**src/rtl/reorder_buffer.sv**
```systemverilog
// In-order reorder buffer: grants tags at issue, captures CDB results, retires one entry per cycle to the register file.
// Commit is registered one edge after the head becomes ready; allocation stalls via rob_full while full or flushing.
module reorder_buffer #(
    parameter int ROB_DEPTH = 16,
    parameter int ROB_AW    = 4,
    parameter int DATA_W    = 32
) (
    input  logic              clk,
    input  logic              rst,
    input  logic              rdy,
    input  logic              alloc_valid,
    input  logic [4:0]        alloc_rd,
    output logic [ROB_AW-1:0] alloc_rob_num,
    output logic              rob_full,
    input  logic              wb_valid,
    input  logic [ROB_AW-1:0] wb_rob_num,
    input  logic [DATA_W-1:0] wb_data,
    input  logic              wb_misbranch,
    input  logic [DATA_W-1:0] wb_target,
    input  logic [ROB_AW-1:0] query1_rob_num,
    input  logic [ROB_AW-1:0] query2_rob_num,
    output logic              query1_ready,
    output logic              query2_ready,
    output logic [DATA_W-1:0] query1_data,
    output logic [DATA_W-1:0] query2_data,
    output logic              commit_valid,
    output logic [4:0]        commit_rd,
    output logic [DATA_W-1:0] commit_data,
    output logic [ROB_AW-1:0] commit_rob_num,
    output logic              has_misbranch,
    output logic [DATA_W-1:0] redirect_pc
);

    localparam logic [ROB_AW:0]   FULL_COUNT = (ROB_AW+1)'(ROB_DEPTH);
    localparam logic [ROB_AW:0]   CNT_ONE    = (ROB_AW+1)'(1);
    localparam logic [ROB_AW-1:0] PTR_ONE    = ROB_AW'(1);

    logic [ROB_DEPTH-1:0] ent_valid;
    logic [ROB_DEPTH-1:0] ent_ready;
    logic [ROB_DEPTH-1:0] ent_misb;
    logic [4:0]           ent_rd     [ROB_DEPTH];
    logic [DATA_W-1:0]    ent_data   [ROB_DEPTH];
    logic [DATA_W-1:0]    ent_target [ROB_DEPTH];

    logic [ROB_AW-1:0] head;
    logic [ROB_AW-1:0] tail;
    logic [ROB_AW:0]   count;
    logic              flush_pending;

    logic do_alloc;
    logic do_wb;
    logic do_commit;

    // Full uses the pre-edge count, so a same-cycle commit never frees a slot for allocation.
    assign rob_full      = (count == FULL_COUNT) | flush_pending;
    assign alloc_rob_num = tail;
    assign do_alloc      = alloc_valid & ~rob_full;
    assign do_wb         = wb_valid & ent_valid[wb_rob_num];
    assign do_commit     = ent_valid[head] & ent_ready[head] & ~flush_pending;

    always_ff @(posedge clk) begin
        if (rst) begin
            head           <= '0;
            tail           <= '0;
            count          <= '0;
            ent_valid      <= '0;
            ent_ready      <= '0;
            ent_misb       <= '0;
            flush_pending  <= 1'b0;
            commit_valid   <= 1'b0;
            commit_rd      <= '0;
            commit_data    <= '0;
            commit_rob_num <= '0;
            has_misbranch  <= 1'b0;
            redirect_pc    <= '0;
        end else if (!rdy) begin
            commit_valid  <= 1'b0;
            has_misbranch <= 1'b0;
        end else if (flush_pending) begin
            // Everything younger than the mispredicted branch is squashed here.
            has_misbranch <= 1'b1;
            commit_valid  <= 1'b0;
            head          <= '0;
            tail          <= '0;
            count         <= '0;
            ent_valid     <= '0;
            ent_ready     <= '0;
            ent_misb      <= '0;
            flush_pending <= 1'b0;
        end else begin
            has_misbranch <= 1'b0;
            commit_valid  <= do_commit;
            if (do_wb) begin
                ent_ready[wb_rob_num] <= 1'b1;
                ent_misb[wb_rob_num]  <= wb_misbranch;
            end
            if (do_alloc) begin
                ent_valid[tail] <= 1'b1;
                ent_ready[tail] <= 1'b0;
                ent_misb[tail]  <= 1'b0;
                tail            <= tail + PTR_ONE;
            end
            if (do_commit) begin
                commit_rd       <= ent_rd[head];
                commit_data     <= ent_data[head];
                commit_rob_num  <= head;
                ent_valid[head] <= 1'b0;
                ent_ready[head] <= 1'b0;
                head            <= head + PTR_ONE;
                if (ent_misb[head]) begin
                    flush_pending <= 1'b1;
                    redirect_pc   <= ent_target[head];
                end
            end
            if (do_alloc && !do_commit) begin
                count <= count + CNT_ONE;
            end else if (!do_alloc && do_commit) begin
                count <= count - CNT_ONE;
            end
        end
    end

    // Payload storage needs no reset: it is only read behind valid/ready.
    always_ff @(posedge clk) begin
        if (!rst && rdy && !flush_pending) begin
            if (do_wb) begin
                ent_data[wb_rob_num]   <= wb_data;
                ent_target[wb_rob_num] <= wb_target;
            end
            if (do_alloc) begin
                ent_rd[tail] <= alloc_rd;
            end
        end
    end

    always_comb begin
        query1_ready = 1'b0;
        query1_data  = '0;
        if (wb_valid && (wb_rob_num == query1_rob_num)) begin
            query1_ready = 1'b1;
            query1_data  = wb_data;
        end else if (ent_valid[query1_rob_num] && ent_ready[query1_rob_num]) begin
            query1_ready = 1'b1;
            query1_data  = ent_data[query1_rob_num];
        end
    end

    always_comb begin
        query2_ready = 1'b0;
        query2_data  = '0;
        if (wb_valid && (wb_rob_num == query2_rob_num)) begin
            query2_ready = 1'b1;
            query2_data  = wb_data;
        end else if (ent_valid[query2_rob_num] && ent_ready[query2_rob_num]) begin
            query2_ready = 1'b1;
            query2_data  = ent_data[query2_rob_num];
        end
    end

endmodule

```
**config.mk**
```make
export PLATFORM = sky130hd
export DESIGN_NAME = reorder_buffer
export DESIGN_NICKNAME = d
export VERILOG_FILES = /design/src/rtl/reorder_buffer.sv
export SDC_FILE = /design/constraint.sdc
export NUM_CORES = 2
export LEC_CHECK = 0
export BUFFER_PORTS_ARGS = -buffer_cell sky130_fd_sc_hd__buf_2
export CORE_MARGIN = 3
export CORE_UTILIZATION = 42
export DETAILED_ROUTE_END_ITERATION = 8
export PLACE_DENSITY_LB_ADDON = 0.15
export SLEW_MARGIN = 10
export SYNTH_ARGS = -nofsm -noshare
export SYNTH_HDL_FRONTEND = slang
export SYNTH_SLANG_ARGS = --single-unit
export TNS_END_PERCENT = 50
```
**constraint.sdc**
```tcl
create_clock -name clk -period 8.5 [get_ports clk]
set_input_delay 0.85 -clock clk [delete_from_list [all_inputs] [get_ports clk]]
set_output_delay 0.85 -clock clk [all_outputs]
set_load 0.05 [all_outputs]
```
Word level (Yosys, flattened, before mapping)
Memories as Yosys holds them, arrays and structs flattened. A register that Yosys moved wholly into a read port is not among the register bits.
Index checks and enable logic that the tools add are counted.
- memory bits (writable): 1104
- output and inout port bits: 146
- memories kept: 3
- word-level logic and storage cells: 139
- register bits: 68
- bits of input ports: 87
- eq/ne operators: 3
- bitwise gates (word level): 16
- add/sub/neg operators: 4
- reduce and logical (&&, ||, !) cells: 25
- multiplexer cells: 70
- $lt $le $gt $ge: 8
- memories (name ; depth ; bits a word ; read ports ; clocked after memory_dff ; wr ports ; line ; RTL):
    ent_data ; 16 ; 32 ; 3 ; 1 ; 1 ; 42 ; logic [DATA_W-1:0] ent_data [ROB_DEPTH];
    ent_target ; 16 ; 32 ; 1 ; 1 ; 1 ; 43 ; logic [DATA_W-1:0] ent_target [ROB_DEPTH];
    ent_rd ; 16 ; 5 ; 1 ; 1 ; 1 ; 41 ; logic [4:0] ent_rd [ROB_DEPTH];
- operator list (cell ; number):
    $mux 16 ; 22
    $mux 32 ; 4
    $and 16x16->16 ; 4
    $bmux 1 s4 ; 8
    $not 16->16 ; 2
    $or 16x16->16 ; 2
    $lt 4x5->1 const B ; 5
    $mux 1 ; 25
    $bwmux 16 ; 1
    $mux 4 ; 4
    $mux 5 ; 3
    $demux 1 s4 ; 3
    $ge 4x1->1 const B ; 3
    $logic_and 1x1->1 ; 11
    $add 4x1->4 const B ; 2
    $eq 4x4->1 ; 2
    $reduce_and 2->1 ; 3
    $add 5x1->5 const B ; 1
    $eq 5x5->1 const B ; 1
    $sub 5x1->5 const B ; 1
    $and 1x1->1 ; 4
    $logic_not 1->1 ; 4
    $reduce_and 4->1 ; 1
    $reduce_bool 2->1 ; 2
    other kinds (6) ; 8

Longest topological paths before layout
- depth after elaboration: 17
- mapped depth: 14
- depth with buffers taken out: 11

Least setup slack after synthesis
No wires, ideal clock.
- kind: input-to-reg
- from: input rdy
- to: memory ent_data[10][0] (enable)
- arrival time: 6.688 ns
- stages on the path: 8
- library setup time: 0.578 ns
- buffers on the path: 3
- slack: 1.234 ns
- required time: 7.922 ns
- cell sequence: clkbuf_1 -> nand2b_1 -> clkbuf_1 -> or2_2 -> clkbuf_1 -> nor2_1 -> nand2_1 -> nor3b_1
- longest elaborated chain between the ends: 4
- RTL lines (what ; line ; RTL):
    start: declaration ; 10 ; input logic rdy,
    $logic_and 1x1->1 (2 in series) ; 125 ; if (!rst && rdy && !flush_pending) begin
    $mux 1 ; 125 ;
    $mux 1 (implied by the code) ; 127 ; ent_data[wb_rob_num] <= wb_data;
    end: declaration ; 42 ;
Every way passes these cells.

Worst setup path after layout
- from: input query2_rob_num[0]
- to: output query2_data[25]
- longest elaborated chain between the ends: 5
- elaborated cells on any way between the ends: 10
- classes of those cells: eq/ne (1); mux (6); reduce/logical (2); memory (1)
- RTL lines (what ; line ; RTL):
    start: declaration ; 21 ; input logic [ROB_AW-1:0] query2_rob_num,
    $bmux 1 s4 ; 154 ; end else if (ent_valid[query2_rob_num] && ent_ready[query2_rob_num]) begin
    $mux 1 (implied by the code) ; 154 ;
    $logic_and 1x1->1 ; 154 ;
    $mux 32 ; 154 ;
    $mux 32 * ; 151 ; if (wb_valid && (wb_rob_num == query2_rob_num)) begin
    end: declaration ; 25 ; output logic [DATA_W-1:0] query2_data,
Every way passes the cells marked *; elsewhere a longest branch is shown, timed or not. The select of a mux whose other input is x is not followed.

==> results.toml <==
[outcome]
outcome = "complete, no violations"

[global_route]
grt_usage = 0.230
grt_overflow_total = 0
grt_pass1_vias = 33100
antenna_found_initial = 14
grt_pass1_wl_um = 234000
grt_max_degree = 78

[floorplanning]
die_y_um = 374
start_util = 0.425
die_w_um = 374
coreArea_um2 = 134000
rows = 134
dieArea_um2 = 140000
ioPinCount = 233

[synth]
synthAdderAreaFrac = 0.00299
synth_area_leaders = "edfxtp_1 (58%), mux4_2 (27%), dfxtp_1 (4.8%)"
netlist_area_um2 = 56900
yosys_most_used_dff = "edfxtp_1"
ys_seq_area_frac = 0.631
syn_area_per_cell_um2 = 19.4
ys_async_sr_fraction = 0
netlist_instances = 2940
synth-simple-area-share = 0.0380
ys_ff_latch = 1241
yosys-mux-area-fraction = 0.282
synthXorXnorAreaFrac = 0.00169
synth_top_area_cell = "edfxtp_1"
yosysWarnings = 0
synthesis.nets = 3040
synth_edf_count = 1104
yosysUniqueCellTypes = 67
synth_compound_area_frac = 0.0257
yosysTopAreaCellShare = 0.582
synth_top_family_by_area = "multiplexers"

[min_path]
holdPathStages = 3
hold_class = "in2reg"
min-delay-start = "wb_misbranch"
hold_path_end = "ent_misb[0]$_SDFFE_PP0P_"

[sta]
slew_violations = 0
max_freq_mhz = 203
layout_min_cycle_time_ps = 4930
grt_setup_unrepaired = "no"
final-hold-violation-count = 0
worst_pin_slew_ps = 1250
clock_skew_ps = 30.9
setup_viol_count_final = 0
setup_ws_ps = 3570
tns_ps = 0
post-route-period-util = 0.580
maxSlewHeadroom = 0.166

[detailed_routing]
totalWireLength_um = 160000
wl_per_cell_um = 31.7
dr.pass1.iters = 5
vias_per_cell = 6.27
drc = 0
ant_nets = 0
routed-via-count = 31600
drt_iter0_drc = 3434

[run]
drv_cap = 0

[cts]
cts_setup_buffers = 0
numCtsBuffers = 136
clock_path_buffers = 3
ctsHoldBuffers = 0
cts_tree = "yes"
post_cts_resized = 0
numClockSinks = 1241
htreeDepth = 4
cts.reportedPaths.clkPinSlew_ps = 60
ctsRootBufferMaster = "clkbuf_16"
clk_latency_ps = 770

[critical_path]
r2r_slack_ps = 3710
critPathKind = "in2out"
cp_common_cell = "mux4_2"
r2r_cells = 12
cp-start-kind = "input pin"
timing.rr.start = "head[0]$_SDFFE_PP0P_"
reg2reg_to = "count[4]$_SDFFE_PP0P_"
cp-end-kind = "primary output"
path_cells = "clkbuf_8 > buf_4 > mux4_2 > mux4_2 > nand2b_1 > o21ai_0 > buf_2"
crit_family = "buffers and inverters"
crit_buf_inv = 3
slowest_delay_ps = 840
worstPathArrival_ps = 4080
worstPathMaxFanout = 66
cp.required_ps = 7650
slowest_stage = "buf_4"

[layout]
drive_gt1_frac = 0.369
nets = 3249
syn_to_final_growth_pct = 13.2

[power_and_ir_drop]
irDropWorstVdd_mv = 0.153
p_per_area_nw_per_um2 = 204
leakagePower_uw = 0.0200

[placed_design]
place.gp.congestion = 0.862
place_ws_ps = 3450
port_buffers = 232
post-dp-hpwl_um = 88400
cells by family after synthesis:
| family | count (synthesis) |
|---|---|
| buffers and inverters | 245 |
| AOI/OAI and AO/OA | 222 |
| and+or+nand+nor | 454 |
| xor gates and xnor gates | 11 |
| DFF | 1241 |
| adders and majority gates | 13 |
| muxes | 754 |
flip-flops by register name, summed over array words and instances (netlist names):
register,count
flush_pending,1
has_misbranch,1
ent_ready,16
commit_data,32
commit_valid,1
ent_misb,16
alloc_rob_num,4
ent_rd,80
commit_rob_num,4
ent_data,512
ent_valid,16
head,4
redirect_pc,32
commit_rd,5
ent_target,512
count,5
synthesized netlist by cell type (3+ instances only):
master and instances:
inv_1 13, nand4b_1 6, a32oi_1 4, o211ai_1 8, buf_1 26, o31ai_1 15, nor2_1 164, nand4_1 7
o2111ai_2 3, nor3_1 27, xor2_1 7, a21oi_1 27, or2_2 3, a22o_1 12, nand3b_1 6, a2bb2oi_1 14
edfxtp_1 1104, o32ai_1 7, nand4bb_1 3, nor3b_1 4, a31oi_1 4, and3_1 6, or3_1 3, mux4_1 3
mux2i_1 75, buf_4 5, buf_2 63, o21ai_0 92, mux4_2 676, nand2_1 120, a22oi_1 4, ha_1 12
clkbuf_1 131, xnor2_1 4, a211oi_1 4, nor4_1 4, nand2b_1 70, a21o_1 14, dfxtp_1 137, nand3_1 19
cells in the final DEF (no fill, tap or decap), types with 5 or more instances in the layout:
| cell | instances |
|---|---|
| inv_1 | 12 |
| nor2_1 | 163 |
| a21oi_1 | 27 |
| clkbuf_8 | 14 |
| a2bb2oi_1 | 14 |
| nand2b_1 | 70 |
| mux4_2 | 676 |
| bufinv_16 | 8 |
| dfxtp_1 | 134 |
| nor3_2 | 12 |
| inv_16 | 5 |
| nand2_1 | 120 |
| nor3_1 | 15 |
| o31ai_1 | 15 |
| buf_2 | 225 |
| and3_1 | 6 |
| o32ai_1 | 7 |
| clkbuf_1 | 43 |
| ha_1 | 12 |
| clkinv_1 | 23 |
| edfxtp_1 | 1104 |
| nand4_1 | 7 |
| buf_4 | 71 |
| nand3_1 | 19 |
| nand3b_1 | 6 |
| clkinv_2 | 13 |
| xor2_1 | 7 |
| clkinv_16 | 5 |
| mux2i_1 | 75 |
| o21ai_0 | 92 |
| a21o_1 | 14 |
| a22o_1 | 12 |
| o211ai_1 | 8 |
| clkbuf_16 | 137 |
| nand4b_1 | 6 |
tightest hold or removal path: stages:
cell,delay (ps)
buf_2,140
a32oi_1,100
nor2_1,70
metrics by stage:
step	hold WS, ps	power (uW)	instances	util	area, um2
after floorplan	446	7170	2940	-	56900
after global placement	464	7400	4779	0.448	59900
after detailed placement	473	7420	4779	0.448	59900
after CTS	371	13300	5032	0.481	64400
after global routing	408	13600	5032	0.481	64400
final	422	13200	5035	0.481	64400
how the worst max path moves through the flow:
| stage | from | end | slack (ps) | cells after the start |
|---|---|---|---|---|
| 3_5_place_dp | query2_rob_num[0] | query2_data[25] | 3450 | 7 |
| 5_1_grt | query2_rob_num[0] | query2_data[31] | 3260 | 7 |
| 2_1_floorplan | rdy | ent_data[10][0]$_DFFE_PP_ | 1230 | 8 |
| 3_3_place_gp | query2_rob_num[0] | query2_data[25] | 3510 | 7 |
| 4_1_cts | query2_rob_num[0] | query2_data[25] | 3450 | 7 |
| 6_report | query2_rob_num[0] | query2_data[25] | 3570 | 7 |
power breakdown:
| part | internal (uW) | switching (uW) |
|---|---|---|
| combinational | 227 | 416 |
| sequential | 6630 | 6.38 |
| clock | 3380 | 2490 |
| total | 10200 | 2910 |
layer usage:
layer  share of wire  GRT usage
met1            0.41      0.316
met2            0.49      0.375
met3           0.076     0.0436
met4           0.025     0.0683
met5        0.000044          0
final cells by class:
type                    count  area, um2
clock inverters            60        719
fillers                 10900      69500
well taps                1768       2210
flip-flops and latches   1241      35900
repair buffers            301       1720
clock buffers             193       3760
diodes                      3       7.51
multi-input cells        1454      20000
inverters                  15       61.3
No activity file was read; power rests on OpenSTA's default activity.
